### config.mk
export PLATFORM = sky130hd
export DESIGN_NAME = writeback_stage_flat
export DESIGN_NICKNAME = d
export VERILOG_FILES = /design/src/rtl/rv32i_types.sv /design/src/rtl/writeback_stage_if.sv /design/src/rtl/load_align.sv /design/src/rtl/writeback_stage.sv /design/src/flat_wrapper.sv
export SDC_FILE = /design/constraint.sdc
export NUM_CORES = 1
export LEC_CHECK = 0
export BUFFER_PORTS_ARGS = -buffer_cell sky130_fd_sc_hd__buf_2
export CAP_MARGIN = 20
export CORE_AREA = 3 3 135 150
export DETAILED_ROUTE_END_ITERATION = 8
export DIE_AREA = 0 0 138 153
export GPL_TIMING_DRIVEN = 1
export PLACE_DENSITY = 0.63
export SLEW_MARGIN = 25
export SYNTH_ARGS = -nofsm -noshare
export SYNTH_HDL_FRONTEND = slang
export SYNTH_HIERARCHICAL = 1
export SYNTH_SLANG_ARGS = --single-unit
### constraint.sdc
create_clock -name clk -period 2.1 [get_ports clk]
set_input_delay 0.315 -clock clk [delete_from_list [all_inputs] [get_ports clk]]
set_output_delay 0.315 -clock clk [all_outputs]
set_load 0.01 [all_outputs]
### src/rtl/rv32i_types.sv
// Shared RV32I pipeline types: write-back select and load funct3 encodings.
package rv32i_types;
  localparam int unsigned XLEN  = 32;
  localparam int unsigned CNT_W = 64;
  localparam int unsigned RD_W  = 5;

  typedef enum logic [1:0] {
    ALU  = 2'd0,
    LOAD = 2'd1,
    PC4  = 2'd2,
    AUX  = 2'd3
  } wb_sel_t;

  typedef enum logic [2:0] {
    LB  = 3'b000,
    LH  = 3'b001,
    LW  = 3'b010,
    LBU = 3'b100,
    LHU = 3'b101
  } load_funct3_t;
endpackage

### src/rtl/writeback_stage_if.sv
// MEM->WB entry, pipeline control and register-file write port bundle.
interface writeback_stage_if;
  import rv32i_types::*;

  logic                  stall_i;
  logic                  flush_i;
  logic                  mem_valid_i;
  logic                  mem_regwrite_i;
  logic [RD_W-1:0]       mem_rd_i;
  wb_sel_t               mem_wb_sel_i;
  logic [2:0]            mem_funct3_i;
  logic [XLEN-1:0]       mem_alu_i;
  logic [XLEN-1:0]       mem_pc_i;
  logic [XLEN-1:0]       mem_aux_i;
  logic [XLEN-1:0]       mem_rdata_i;
  logic                  rf_load_o;
  logic [RD_W-1:0]       rf_dest_o;
  logic [XLEN-1:0]       rf_in_o;
  logic                  exc_o;
  logic                  exc_cause_o;
  logic [CNT_W-1:0]      retire_cnt_o;

  modport master (
    output stall_i, flush_i, mem_valid_i, mem_regwrite_i, mem_rd_i, mem_wb_sel_i,
           mem_funct3_i, mem_alu_i, mem_pc_i, mem_aux_i, mem_rdata_i,
    input  rf_load_o, rf_dest_o, rf_in_o, exc_o, exc_cause_o, retire_cnt_o
  );

  modport slave (
    input  stall_i, flush_i, mem_valid_i, mem_regwrite_i, mem_rd_i, mem_wb_sel_i,
           mem_funct3_i, mem_alu_i, mem_pc_i, mem_aux_i, mem_rdata_i,
    output rf_load_o, rf_dest_o, rf_in_o, exc_o, exc_cause_o, retire_cnt_o
  );
endinterface

### src/rtl/load_align.sv
// Combinational load data alignment/extension with misalign and illegal-funct3 flags.
module load_align
  import rv32i_types::*;
(
  input  logic [2:0]      funct3_i,
  input  logic [1:0]      off_i,
  input  logic [XLEN-1:0] rdata_i,
  output logic [XLEN-1:0] data_o,
  output logic            misalign_o,
  output logic            illegal_o
);
  logic [7:0]  byte_v;
  logic [15:0] half_v;

  always_comb begin
    byte_v     = rdata_i[{off_i, 3'b000} +: 8];
    half_v     = off_i[1] ? rdata_i[XLEN-1:16] : rdata_i[15:0];
    data_o     = '0;
    misalign_o = 1'b0;
    illegal_o  = 1'b0;
    case (funct3_i)
      LB:      data_o = {{(XLEN-8){byte_v[7]}}, byte_v};
      LBU:     data_o = {{(XLEN-8){1'b0}}, byte_v};
      LH: begin
        data_o     = {{(XLEN-16){half_v[15]}}, half_v};
        misalign_o = off_i[0];
      end
      LHU: begin
        data_o     = {{(XLEN-16){1'b0}}, half_v};
        misalign_o = off_i[0];
      end
      LW: begin
        data_o     = rdata_i;
        misalign_o = (off_i != 2'b00);
      end
      default: illegal_o = 1'b1;
    endcase
    // Faulting loads never leak partial memory data into the register file.
    if (misalign_o || illegal_o) data_o = '0;
  end
endmodule

### src/rtl/writeback_stage.sv
// MEM/WB pipeline register, write-back select mux and retired-instruction counter.
module writeback_stage
  import rv32i_types::*;
(
  input  logic               clk,
  input  logic               rst,
  writeback_stage_if.slave   bus
);
  logic [XLEN-1:0]  ld_data;
  logic             ld_misalign;
  logic             ld_illegal;
  logic             mem_exc;
  logic             mem_cause;
  logic [XLEN-1:0]  mem_data;

  logic             rf_load_q, rf_load_d;
  logic [RD_W-1:0]  rf_dest_q, rf_dest_d;
  logic [XLEN-1:0]  rf_in_q, rf_in_d;
  logic             exc_q, exc_d;
  logic             cause_q, cause_d;
  logic             retire_ok_q, retire_ok_d;
  logic [CNT_W-1:0] retire_cnt_q, retire_cnt_d;

  load_align u_load_align (
    .funct3_i   (bus.mem_funct3_i),
    .off_i      (bus.mem_alu_i[1:0]),
    .rdata_i    (bus.mem_rdata_i),
    .data_o     (ld_data),
    .misalign_o (ld_misalign),
    .illegal_o  (ld_illegal)
  );

  always_comb begin
    mem_exc   = (bus.mem_wb_sel_i == LOAD) && (ld_misalign || ld_illegal);
    mem_cause = (bus.mem_wb_sel_i == LOAD) && ld_illegal;
    case (bus.mem_wb_sel_i)
      ALU:     mem_data = bus.mem_alu_i;
      LOAD:    mem_data = ld_data;
      PC4:     mem_data = bus.mem_pc_i + XLEN'(4);
      default: mem_data = bus.mem_aux_i;
    endcase

    rf_load_d    = rf_load_q;
    rf_dest_d    = rf_dest_q;
    rf_in_d      = rf_in_q;
    exc_d        = exc_q;
    cause_d      = cause_q;
    retire_ok_d  = retire_ok_q;
    retire_cnt_d = retire_cnt_q;

    // An entry retires on the cycle it leaves WB, i.e. when not held by a stall.
    if (retire_ok_q && !bus.stall_i) retire_cnt_d = retire_cnt_q + CNT_W'(1);

    if (!bus.stall_i) begin
      if (bus.flush_i) begin
        rf_load_d   = 1'b0;
        exc_d       = 1'b0;
        retire_ok_d = 1'b0;
      end else begin
        rf_load_d   = bus.mem_valid_i && bus.mem_regwrite_i && !mem_exc &&
                      (bus.mem_rd_i != '0);
        rf_dest_d   = bus.mem_rd_i;
        rf_in_d     = mem_data;
        exc_d       = bus.mem_valid_i && mem_exc;
        cause_d     = mem_cause;
        retire_ok_d = bus.mem_valid_i && !mem_exc;
      end
    end
  end

  always_ff @(posedge clk) begin
    if (rst) begin
      rf_load_q    <= 1'b0;
      rf_dest_q    <= '0;
      rf_in_q      <= '0;
      exc_q        <= 1'b0;
      cause_q      <= 1'b0;
      retire_ok_q  <= 1'b0;
      retire_cnt_q <= '0;
    end else begin
      rf_load_q    <= rf_load_d;
      rf_dest_q    <= rf_dest_d;
      rf_in_q      <= rf_in_d;
      exc_q        <= exc_d;
      cause_q      <= cause_d;
      retire_ok_q  <= retire_ok_d;
      retire_cnt_q <= retire_cnt_d;
    end
  end

  assign bus.rf_load_o    = rf_load_q;
  assign bus.rf_dest_o    = rf_dest_q;
  assign bus.rf_in_o      = rf_in_q;
  assign bus.exc_o        = exc_q;
  assign bus.exc_cause_o  = cause_q;
  assign bus.retire_cnt_o = retire_cnt_q;
endmodule

### src/flat_wrapper.sv
// flat-port wrapper written by rule: the top's interface ports become plain ports
module writeback_stage_flat import rv32i_types::*;
  (clk, rst, bus_stall_i, bus_flush_i, bus_mem_valid_i, bus_mem_regwrite_i, bus_mem_rd_i, bus_mem_wb_sel_i, bus_mem_funct3_i, bus_mem_alu_i, bus_mem_pc_i, bus_mem_aux_i, bus_mem_rdata_i, bus_rf_load_o, bus_rf_dest_o, bus_rf_in_o, bus_exc_o, bus_exc_cause_o, bus_retire_cnt_o);
  writeback_stage_if bus_i ();
  input  logic clk;
  input  logic rst;
  input wire logic [$bits(bus_i.stall_i)-1:0] bus_stall_i;
  input wire logic [$bits(bus_i.flush_i)-1:0] bus_flush_i;
  input wire logic [$bits(bus_i.mem_valid_i)-1:0] bus_mem_valid_i;
  input wire logic [$bits(bus_i.mem_regwrite_i)-1:0] bus_mem_regwrite_i;
  input wire logic [$bits(bus_i.mem_rd_i)-1:0] bus_mem_rd_i;
  input wire logic [$bits(bus_i.mem_wb_sel_i)-1:0] bus_mem_wb_sel_i;
  input wire logic [$bits(bus_i.mem_funct3_i)-1:0] bus_mem_funct3_i;
  input wire logic [$bits(bus_i.mem_alu_i)-1:0] bus_mem_alu_i;
  input wire logic [$bits(bus_i.mem_pc_i)-1:0] bus_mem_pc_i;
  input wire logic [$bits(bus_i.mem_aux_i)-1:0] bus_mem_aux_i;
  input wire logic [$bits(bus_i.mem_rdata_i)-1:0] bus_mem_rdata_i;
  output wire logic [$bits(bus_i.rf_load_o)-1:0] bus_rf_load_o;
  output wire logic [$bits(bus_i.rf_dest_o)-1:0] bus_rf_dest_o;
  output wire logic [$bits(bus_i.rf_in_o)-1:0] bus_rf_in_o;
  output wire logic [$bits(bus_i.exc_o)-1:0] bus_exc_o;
  output wire logic [$bits(bus_i.exc_cause_o)-1:0] bus_exc_cause_o;
  output wire logic [$bits(bus_i.retire_cnt_o)-1:0] bus_retire_cnt_o;
  assign bus_i.stall_i = bus_stall_i;
  assign bus_i.flush_i = bus_flush_i;
  assign bus_i.mem_valid_i = bus_mem_valid_i;
  assign bus_i.mem_regwrite_i = bus_mem_regwrite_i;
  assign bus_i.mem_rd_i = bus_mem_rd_i;
  assign bus_i.mem_wb_sel_i = bus_mem_wb_sel_i;
  assign bus_i.mem_funct3_i = bus_mem_funct3_i;
  assign bus_i.mem_alu_i = bus_mem_alu_i;
  assign bus_i.mem_pc_i = bus_mem_pc_i;
  assign bus_i.mem_aux_i = bus_mem_aux_i;
  assign bus_i.mem_rdata_i = bus_mem_rdata_i;
  assign bus_rf_load_o = bus_i.rf_load_o;
  assign bus_rf_dest_o = bus_i.rf_dest_o;
  assign bus_rf_in_o = bus_i.rf_in_o;
  assign bus_exc_o = bus_i.exc_o;
  assign bus_exc_cause_o = bus_i.exc_cause_o;
  assign bus_retire_cnt_o = bus_i.retire_cnt_o;
  writeback_stage u_core (.clk(clk), .rst(rst), .bus(bus_i));
endmodule
==> out/results.tsv <==
metric	value	unit
grt total ovfl	0	
fraction of layout cells with a size suffix above 1	0.374	
number of hold buffers added after CTS	0	
post-placement cell count	1324	
fin crit period	2.02	ns
largest driver fanout on the critical path	5	
Clock Tree Root	clkbuf_16	
VDD IR max	0.367	mV
fraction of power spent switching nets	0.293	
wire length reported by the detailed router	23.4	mm
# diodes	0	
fin crit share	0.963	
library cells used by synthesis	58	
clock latency at the later pin of the worst-skew pair	0.37	ns
clock input transition at the sequential cells of the worst setup and hold paths	0.09	ns
number of nets with antenna violations after routing	0	
wire length of the first global-routing pass	35.5	mm
hold violation total from the final report	0	
max-capacitance violation count	0	
met2 GRT Util	0.363	
GRT Util Overall	0.209	
floorplan die width	138	µm
via count of the first global-routing pass	6608	
Num Clock Sinks	105	
signal arrival time at the worst endpoint	2.28	ns
number of flip-flops and latches in the synthesized netlist	105	
Detailed Routing Iterations Pass 1	5	
area of the core region	0.0190	mm²
post-synthesis to final-layout area growth	36.4	%
initial standard-cell utilization of the core	0.345	
Primary FF master, synth	dfxtp_1	
number of standard cells in the final layout excluding fillers	1343	
maximum buffer depth of the clock tree	2	
number of instances in the synthesized netlist	798	
power density normalized to cell area	517	mW/mm²
pin count of the biggest net entering global routing	35	
syn avg cell area	8.19	µm²
relative contribution of the clock network to total power	0.378	
average via count per standard cell	5.28	
share of power burned in combinational logic	0.176	
setup slack on the worst flop-to-flop path	0.08	ns
number of CTS-inserted buffers	9	
Die Y-Extent	153	µm
final weighted congestion in routability-driven placement	0.972	
sort of element at the start of the critical path	flip-flop	
commonest cells after routing, fill and taps aside	246 x buf_2, 101 x dfxtp_1, 99 x nor2_1	
endpoint class of the critical path	flip-flop	
worst-margin pin slew	0.917	ns
leakage power figure	0.00375	µW
FMAX	494	MHz
number of H-tree branching levels	3	
clock tree from TritonCTS	built	
Cell Area, Synth	0.00654	mm²
run status	finished clean	
Total Neg Setup Slack	0	ns
Std-Cell Rows	53	
top-level I/O count	248	
Internal	3250	µW
Required @ worst endpoint	2.36	ns
warnings from Yosys	6	
vias after detailed routing	7088	
Post-DP Area	0.00851	mm²
FFs w/ async S/R, synth	0	
number of filler instances in the final layout	1939	
relative max-transition margin	0.387	
Non-Filler Cell Area, Final	0.00891	mm²
classification of the worst setup path	reg -> reg	
register area share after synthesis	0.322	
violation count after the first detailed-route iteration	400	
Global Route met3 Usage	0.0360	
post-layout net count	1237	
most common library cell in the layout ignoring fill and taps	buf_2	
met1 GRT Util	0.260	
routed length per instance	17.4	µm
multi-input logic area	0.00426	mm²
DPL Wire Length	18.7	mm
number of port buffers	247	
Net Sw Power	1350	µW
flip-flop and latch area	0.00211	mm²
number of antenna violations at the first check in global routing	0	
Flop pwr share	0.446	
Post-Route Skew	0.0126	ns
type of the worst min-delay path	in -> reg	
DRC violation count after routing	0	
syn_nets	944	
die footprint	0.0211	mm²
max-slew violation count	0	
Setup violations, final	0	
GRT Max-Usage Layer	met2	
number of enable flip-flop cells after synthesis	0	
setup repair after global routing missed its margin	true	
==> sequential cells by signal, indices dropped and copies added (netlist names) <==
name,cells
u_core/bus.rf_dest_o,5
u_core/bus.rf_in_o,32
u_core/bus.exc_cause_o,1
u_core/bus.retire_cnt_o,64
u_core/retire_ok_q,1
u_core/bus.exc_o,1
u_core/bus.rf_load_o,1
==> Yosys cell counts (6+ instances only) <==
master / number / share of area
nor4_1: 11 / 0.011
a32oi_1: 8 / 0.011
xnor2_1: 50 / 0.067
dfxtp_1: 105 / 0.32
a21oi_1: 61 / 0.047
and3_1: 10 / 0.0096
a22o_1: 9 / 0.012
nand2_1: 85 / 0.049
mux2_2: 12 / 0.021
mux4_2: 17 / 0.059
nor2_1: 100 / 0.057
nand3_1: 43 / 0.033
nor3_1: 29 / 0.022
mux2i_1: 15 / 0.023
nand4_1: 29 / 0.028
o21ai_0: 26 / 0.020
inv_1: 13 / 0.0075
a22oi_1: 10 / 0.011
xor2_1: 30 / 0.040
clkbuf_1: 29 / 0.017
buf_1: 6 / 0.0034
nor2b_1: 7 / 0.0067
and4_1: 9 / 0.012
or3_1: 14 / 0.013
o22ai_1: 14 / 0.013
buf_2: 6 / 0.0046
==> final cells by class <==
class                   count  area share
clock buffers               9      0.0253
flip-flops and latches    105       0.237
inverters                  14     0.00590
clock inverters             7     0.00941
well taps                 247      0.0347
repair buffers            327       0.210
multi-input cells         634       0.478
==> layer usage <==
metal	vias up	wire length, µm
met1	3301	9500
met3	38	1720
met5	-	0
li1	3459	-
met2	290	11500
met4	0	641
==> power groups by stage <==
| stage | Sequential [µW] | Clock, µW | Combinational, µW |
|---|---|---|---|
| after global routing | 2060 | 1850 | 874 |
| after detailed placement | 2100 | 0 | 806 |
| after CTS | 2050 | 1790 | 808 |
| final | 2050 | 1740 | 811 |
| after global placement | 2100 | 0 | 803 |
| after floorplan | 2120 | 0 | 393 |
==> critical path: stages, from the launching register on <==
cell and delay, ns:
dfxtp_4 0.39, ha_4 0.13, nand3b_1 0.11, or4_4 0.50, or3_4 0.41, nor3_2 0.19, xnor2_1 0.13, nor2_1 0.05
==> repair_timing <==
action | in CTS | in global routing
gates resized for setup | 0 | 12
setup buffers | 0 | 3
endpoints found under the hold margin | 0 | 0
endpoints found under the setup margin | 0 | 8
==> through the flow <==
stage,hold slack (ns),setup WS (ns),total power (µW),util
2_1_floorplan,0.448,-0.000689,2510,-
3_3_place_gp,0.432,-0.191,2900,0.449
3_5_place_dp,0.448,-0.233,2910,0.449
4_1_cts,0.183,0.0293,4650,0.465
5_1_grt,0.198,-0.0272,4790,0.470
6_report,0.201,0.0768,4600,0.470
==> final timing paths <==
path / startpoint / to / depth (start not counted)
worst max-delay path: u_core/bus.retire_cnt_o[0] / u_core/bus.retire_cnt_o[52] / 7
worst min-delay path: bus_mem_rd_i[0] / u_core/bus.rf_dest_o[0] / 3
worst max register to register: u_core/bus.retire_cnt_o[0] / u_core/bus.retire_cnt_o[52] / 7
worst min register to register: u_core/bus.rf_dest_o[3] / u_core/bus.rf_dest_o[3] / 2
==> kinds of logic after synthesis <==
group / Yosys count / share of synthesized area
XOR/XNOR: 80 / 0.107
buffers and inverters: 59 / 0.0385
flip-flops: 105 / 0.322
multiplexers: 45 / 0.105
AO/OA/AOI/OAI: 140 / 0.133
adder cells (fa/ha/maj): 2 / 0.00383
AND/OR/NAND/NOR: 367 / 0.291
No activity file was read; power rests on OpenSTA's default activity.
